<file path="config.mk">
export PLATFORM = sky130hd
export DESIGN_NAME = result_status_emitter_flat
export DESIGN_NICKNAME = d
export VERILOG_FILES = /design/src/rtl/result_status_emitter_if.sv /design/src/rtl/result_status_emitter.sv /design/src/flat_wrapper.sv
export SDC_FILE = /design/constraint.sdc
export NUM_CORES = 1
export LEC_CHECK = 0
export CORE_UTILIZATION = 42
export CTS_CLUSTER_DIAMETER = 150
export DETAILED_ROUTE_END_ITERATION = 7
export PLACE_DENSITY = 0.81
export SLEW_MARGIN = 10
export SYNTH_ARGS = -nofsm -noshare
export SYNTH_HDL_FRONTEND = slang
export SYNTH_SLANG_ARGS = --single-unit
</file>
<file path="constraint.sdc">
create_clock -name clk -period 2.1 [get_ports clk]
set_input_delay 0.525 -clock clk [delete_from_list [all_inputs] [get_ports clk]]
set_output_delay 0.525 -clock clk [all_outputs]
set_load 0.02 [all_outputs]
</file>
<file path="src/rtl/result_status_emitter_if.sv">
// Signal bundle between the firing FSM / output FIFOs and result_status_emitter.
// slave is the emitter side, master is the driving environment.
interface result_status_emitter_if #(
    parameter int word_size = 16
);
    logic                   en_wr_output_fifo;
    logic [2*word_size-1:0] result;
    logic [2*word_size-1:0] status;
    logic [word_size-1:0]   pop_out_fifo_result;
    logic [word_size-1:0]   pop_out_fifo_status;
    logic                   wr_out_result;
    logic                   wr_out_status;
    logic [word_size-1:0]   data_out_result;
    logic [word_size-1:0]   data_out_status;
    logic                   busy;
    logic                   done_emit;
    logic [7:0]             drop_count;

    modport slave (
        input  en_wr_output_fifo, result, status,
        input  pop_out_fifo_result, pop_out_fifo_status,
        output wr_out_result, wr_out_status,
        output data_out_result, data_out_status,
        output busy, done_emit, drop_count
    );

    modport master (
        output en_wr_output_fifo, result, status,
        output pop_out_fifo_result, pop_out_fifo_status,
        input  wr_out_result, wr_out_status,
        input  data_out_result, data_out_status,
        input  busy, done_emit, drop_count
    );
endinterface

</file>
<file path="src/rtl/result_status_emitter.sv">
// Captures a result/status pair and writes it as two tokens into two FIFOs.
// Optional EMITTER_DROP_COUNT_EN: count strobes dropped while busy.
module result_status_emitter #(
    parameter int word_size   = 16,
    parameter int buffer_size = 1024
) (
    input logic clk,
    input logic rst,
    result_status_emitter_if.slave bus
);
    typedef enum logic [2:0] {
        IDLE,
        WAIT_SPACE,
        WR_LO,
        WR_HI,
        DONE
    } state_t;

    localparam logic [word_size-1:0] LIMIT = word_size'(buffer_size - 2);

    state_t                 state;
    state_t                 nxt;
    logic [2*word_size-1:0] res_q;
    logic [2*word_size-1:0] sts_q;
    logic                   wr;
    logic                   busy;
    logic                   done;
    logic [word_size-1:0]   d_res;
    logic [word_size-1:0]   d_sts;
    logic                   room;
    logic                   accept;

    assign room = (bus.pop_out_fifo_result <= LIMIT)
               && (bus.pop_out_fifo_status <= LIMIT);
    assign accept = (state == IDLE) && bus.en_wr_output_fifo;

    always_ff @(posedge clk or negedge rst) begin
        if (!rst) begin
            state <= IDLE;
            res_q <= '0;
            sts_q <= '0;
        end else begin
            state <= nxt;
            if (accept) begin
                res_q <= bus.result;
                sts_q <= bus.status;
            end
        end
    end

    always_comb begin
        nxt   = state;
        wr    = 1'b0;
        busy  = 1'b1;
        done  = 1'b0;
        d_res = '0;
        d_sts = '0;
        unique case (state)
            IDLE: begin
                busy = 1'b0;
                if (bus.en_wr_output_fifo) nxt = WAIT_SPACE;
            end
            WAIT_SPACE: begin
                if (room) nxt = WR_LO;
            end
            WR_LO: begin
                wr    = 1'b1;
                d_res = res_q[word_size-1:0];
                d_sts = sts_q[word_size-1:0];
                nxt   = WR_HI;
            end
            WR_HI: begin
                wr    = 1'b1;
                d_res = res_q[2*word_size-1:word_size];
                d_sts = sts_q[2*word_size-1:word_size];
                nxt   = DONE;
            end
            DONE: begin
                done = 1'b1;
                nxt  = IDLE;
            end
            default: nxt = IDLE;
        endcase
    end

    assign bus.wr_out_result   = wr;
    assign bus.wr_out_status   = wr;
    assign bus.data_out_result = d_res;
    assign bus.data_out_status = d_sts;
    assign bus.busy            = busy;
    assign bus.done_emit       = done;

`ifdef EMITTER_DROP_COUNT_EN
    logic [7:0] drop_q;

    // Saturates so a stuck strobe cannot wrap the count back to small values
    always_ff @(posedge clk or negedge rst) begin
        if (!rst) begin
            drop_q <= 8'h00;
        end else if (bus.en_wr_output_fifo && (state != IDLE)
                     && (drop_q != 8'hFF)) begin
            drop_q <= drop_q + 8'h01;
        end
    end

    assign bus.drop_count = drop_q;
`else
    assign bus.drop_count = 8'h00;
`endif
endmodule

</file>
<file path="src/flat_wrapper.sv">
// flat-port wrapper written by rule: the top's interface ports become plain ports
module result_status_emitter_flat 
#(
    parameter int word_size   = 16,
    parameter int buffer_size = 1024
)
  (clk, rst, bus_en_wr_output_fifo, bus_result, bus_status, bus_pop_out_fifo_result, bus_pop_out_fifo_status, bus_wr_out_result, bus_wr_out_status, bus_data_out_result, bus_data_out_status, bus_busy, bus_done_emit, bus_drop_count);
  result_status_emitter_if #(.word_size(word_size)) bus_i ();
  input logic clk;
  input logic rst;
  input wire logic [$bits(bus_i.en_wr_output_fifo)-1:0] bus_en_wr_output_fifo;
  input wire logic [$bits(bus_i.result)-1:0] bus_result;
  input wire logic [$bits(bus_i.status)-1:0] bus_status;
  input wire logic [$bits(bus_i.pop_out_fifo_result)-1:0] bus_pop_out_fifo_result;
  input wire logic [$bits(bus_i.pop_out_fifo_status)-1:0] bus_pop_out_fifo_status;
  output wire logic [$bits(bus_i.wr_out_result)-1:0] bus_wr_out_result;
  output wire logic [$bits(bus_i.wr_out_status)-1:0] bus_wr_out_status;
  output wire logic [$bits(bus_i.data_out_result)-1:0] bus_data_out_result;
  output wire logic [$bits(bus_i.data_out_status)-1:0] bus_data_out_status;
  output wire logic [$bits(bus_i.busy)-1:0] bus_busy;
  output wire logic [$bits(bus_i.done_emit)-1:0] bus_done_emit;
  output wire logic [$bits(bus_i.drop_count)-1:0] bus_drop_count;
  assign bus_i.en_wr_output_fifo = bus_en_wr_output_fifo;
  assign bus_i.result = bus_result;
  assign bus_i.status = bus_status;
  assign bus_i.pop_out_fifo_result = bus_pop_out_fifo_result;
  assign bus_i.pop_out_fifo_status = bus_pop_out_fifo_status;
  assign bus_wr_out_result = bus_i.wr_out_result;
  assign bus_wr_out_status = bus_i.wr_out_status;
  assign bus_data_out_result = bus_i.data_out_result;
  assign bus_data_out_status = bus_i.data_out_status;
  assign bus_busy = bus_i.busy;
  assign bus_done_emit = bus_i.done_emit;
  assign bus_drop_count = bus_i.drop_count;
  result_status_emitter #(.word_size(word_size), .buffer_size(buffer_size)) u_core (.clk(clk), .rst(rst), .bus(bus_i));
endmodule
</file>
Yosys cells after proc, flatten, opt, wreduce, memory -nomap -nowiden:

Cells that the tools add are included.
W data, S select, Z words.

* muxes and demuxes: 8
* eq/ne operators: 6
* magnitude comparators: 2
* reductions and logical operators: 5

Operator list (count)
* $pmux W16 S2: 2
* $le A16 B10 Y1 const B: 2
* $pmux W3 S4: 1
* $eq A3 B2 Y1 const B: 2
* $mux W3: 2
* $eq A3 B1 Y1 const B: 1
* $eq A3 B3 Y1 const B: 1
* $logic_not A3 Y1: 1
* $mux W1: 3
* $logic_and A1 B1 Y1: 2
* $ne A2 B1 Y1 const B: 1
* $ne A2 B2 Y1 const B: 1
* $reduce_and A2 Y1: 1
* $reduce_or A2 Y1: 1

* input port bits: 99
* word-level logic and storage cells: 24
* flip-flop bits (word level): 67
* output and inout bits: 44

Depth between registers and ports, before layout:

* depth after elaboration: 4
* mapped depth: 5
* depth with buffers taken out: 4

Worst setup path before layout:

Ideal clock, no wire load.

* path type: flip-flop to output port
* from: register u_core.state[1]
* to: output port bus_wr_out_status
* path buffers: 3
* stages on the path, launching flop included: 6
* arrival time: 1.338 ns
* data required time: 1.575 ns
* setup slack: 0.237 ns
* cells stage by stage: dfrtp_1 > nand2b_1 > clkbuf_1 > clkbuf_1 > inv_1 > buf_4

* cells in the longest elaborated chain, start to end: 3
* elaborated cells on any way between the ends: 4
* classes of those cells: 2 x eq/ne; 1 x mux; 1 x reduce/logical

Ends and longest elaborated chain
* from (decl): RTL line result_status_emitter.sv:21 `state_t state;`
* from (signal assigned): RTL line result_status_emitter.sv:43 `state <= nxt;`
* $eq A3 B2 Y1: RTL line result_status_emitter.sv:58 `unique case (state)`
* $reduce_or A2 Y1 (no line) *
* $mux W1 *: RTL line result_status_emitter.sv:58
* to (decl): RTL line flat_wrapper.sv:17 `output wire logic [$bits(bus_i.wr_out_status)-1:0] bus_wr_out_status;`

Every way passes the cells marked *; elsewhere a longest branch is shown, timed or not.

Worst setup path after layout:

* from: register u_core.state[0]
* to: output port bus_busy

* cells in the longest elaborated chain, start to end: 2

Ends and longest elaborated chain
* $logic_not A3 Y1: RTL line result_status_emitter.sv:58
* $mux W1: RTL line result_status_emitter.sv:58
* to (decl): RTL line flat_wrapper.sv:20 `output wire logic [$bits(bus_i.busy)-1:0] bus_busy;`

No other way between the ends.

==> impl_metrics.toml <==
[run_status]
status = "complete, no violations"

[yosys]
syn_inst = 246
yosys.cell_types.count = 21
syn_area_um2 = 3164
ys_ff_latch = 67
yosys.area.top_type_share_pct = 52.99
seq_area_frac_synth_pct = 52.99
synth.avg_cell_area_um2 = 12.86
yosys_warnings = 0
synthTopCellsByArea = "dfrtp_1 (53%), mux2_1 (23%), mux2i_1 (10%)"
synth_top_cell_by_area = "dfrtp_1"

[finish]
drive_above_1_share_pct = 17.05
diodes = 0
fin_area_um2 = 4712
synthToLayoutAreaGrowth_pct = 48.91
multi_input_area_um2 = 1353
seq_area_um2 = 1678
final_common_cell = "clkdlybuf4s50_1"
fill_cells = 587
mostFrequentLayoutCells = "clkdlybuf4s50_1 (97), dfrtp_1 (66), mux2_1 (64)"
final_net_count = 487
final_core_util_pct = 64.96

[global_route]
grt_usage_pct = 19.22
grt_max_degree = 38
antenna_found_initial = 0
grt_pass1_vias = 2472
grt_pass1_wl_um = 11350
overflow = 0

[critical_path]
worstSetupStartpointType = "flip-flop"
max_stage_delay_ns = 0.45
crit_chain = "buf_12 -> or3_4 -> buf_2"
regToRegStartpoint = "u_core.state[0]"
r2r_slack_ns = 0.11
critPathCaptureType = "primary output"
crit_path_max_fanout = 14
critPathKind = "reg -> out"
reg2reg_depth = 6
worstReg2RegEnd = "u_core.sts_q[13]"
cp.required_ns = 1.57
worstSetupStartpoint = "u_core.state[0]"
critPathArrivalTime_ns = 1.49
cp_slowest_cell = "dfrtp_2"

[drt]
route.detailed.wl_per_inst_um = 14.66
via_count = 2363
drt_pass1_iterations = 4
finalWirelength_um = 7214
antenna_left = 0
drtIter0Drc = 50
route.detailed.drc = 0
avgViaCountPerCell = 4.803

[floorplan]
fp.dieArea_um2 = 7885
coreArea_um2 = 7253
die_h_um = 88.80
dieWidth_um = 88.80
start_util_pct = 43.63
core.rowCount = 31
ios = 143

[min_path]
min_path_type = "in -> async"

[timing]
timing.final.ws_setup_ns = 0.08071
fmax_mhz = 495.2
slew_viol_final = 0
rsz0062_at_grt = "false"
period_needed_ns = 2.019
skew_ns = 0.006862
finalSetupViolCount = 0
min_period_over_period_pct = 96.16
worst_hold_slack_ns = 0.2161
final-hold-violation-count = 0

[clock_tree]
htree_levels = 3
cts_hold_buf = 0
cts_tree = "built"
cts_buffers = 9
clock_path_buffers = 2
root_buffer = "clkbuf_8"
clkLatencyLatePin_ns = 0.33
cts.sinks = 67
worst_setup_hold_path_clk_slew_ns = 0.07

[power_and_ir_drop]
power_density_nw_per_um2 = 700.6
p_leak_nw = 2.311
p_int_mw = 2.541
ir_drop_uv = 477.1
switching_power_mw = 0.7605
swShare_pct = 23.03
clock_power_share_pct = 33.6
finalPower_mw = 3.301
seq_power_share_pct = 50.8
pwr-share-comb_pct = 15.5

[place]
port-buffer-count = 134
place_ws_ns = -0.06326
place_congestion = 0.7468
dpl-instance-area_um2 = 4649
dp_hpwl_um = 5406

[flow_run]
maxCapViolCount = 0
-- Yosys cell counts --
library cell,number
nor2_8,1
nand2b_1,1
inv_1,3
nor3_1,4
nor3b_1,1
or3_4,1
buf_4,16
nand2_1,3
mux2_1,64
a21oi_1,1
or4_1,1
dfrtp_1,67
mux2i_1,32
nand4_1,5
a2111oi_0,1
clkbuf_1,4
nor4_1,2
buf_2,3
nor3b_2,1
conb_1,1
nor2_1,34
-- metrics by stage --
stage	cells	setup TNS (ns)
floorplan	253	0
global placement	476	-0.01255
detailed placement	476	-0.1097
CTS	492	0
global route	492	0
finish	492	0
-- timing repair --
action / in CTS / in global routing
buffers inserted: 0 / 0
resized for setup: 51 / 59
setup endpoints to repair: 36 / 34
gates cloned: 0 / 0
-- power by group through the flow --
stage / sequential [mW] / combinational (mW) / clock [mW]
after global placement: 1.68 / 0.499 / 0
after detailed placement: 1.70 / 0.522 / 0
after floorplan: 1.66 / 0.280 / 0
after CTS: 1.68 / 0.526 / 1.14
after global routing: 1.71 / 0.575 / 1.20
final: 1.68 / 0.513 / 1.11
-- critical path: cells and delay by family, from the launching register on --
| family | cells | cell delay (ns) |
|---|---|---|
| buf+inv | 2 | 0.34 |
| flops | 1 | 0.45 |
| simple gates | 1 | 0.37 |
-- worst max-delay path by stage --
| stage | cells past startpoint | slack [ns] | endpoint |
|---|---|---|---|
| after floorplan | 5 | 0.24 | bus_wr_out_status |
| after global placement | 6 | -0.01 | u_core.state[0] |
| after detailed placement | 5 | -0.06 | u_core.state[1] |
| after CTS | 4 | 0.0003 | bus_data_out_result[1] |
| after global routing | 4 | 0.002 | bus_data_out_result[4] |
| final | 3 | 0.08 | bus_busy |
-- logic make-up after synthesis --
group / synth area share, %
simple gates: 8.462
compound gates: 0.4349
mux: 32.90
flops: 52.99
buf+inv: 5.101
other cells: 0.1185
-- per-layer routing --
metal | share of wire [%] | wire length [um] | GRT usage, % | vias to the layer above
met5 | 0 | 0 | 0 | -
met3 | 6.5 | 471 | 5.131 | 7
met4 | 0.76 | 55 | 6.012 | 0
met2 | 51 | 3668 | 35.45 | 79
li1 | - | - | - | 1128
met1 | 42 | 3019 | 21.54 | 1149
-- flip-flops by register name (all words and copies together), names as in the netlist --
signal and flops:
u_core.res_q 32, u_core.state 3, u_core.sts_q 32
-- cell type report --
class / instances / area share (%)
multi-input combinational: 160 / 28.70
inverter: 3 / 0.2390
sequential: 67 / 35.61
clock inverter: 4 / 1.009
timing repair buffer: 147 / 28.31
tap: 99 / 2.629
clock buffer: 12 / 3.505
Note: power is estimated with default switching activity, not from simulation.
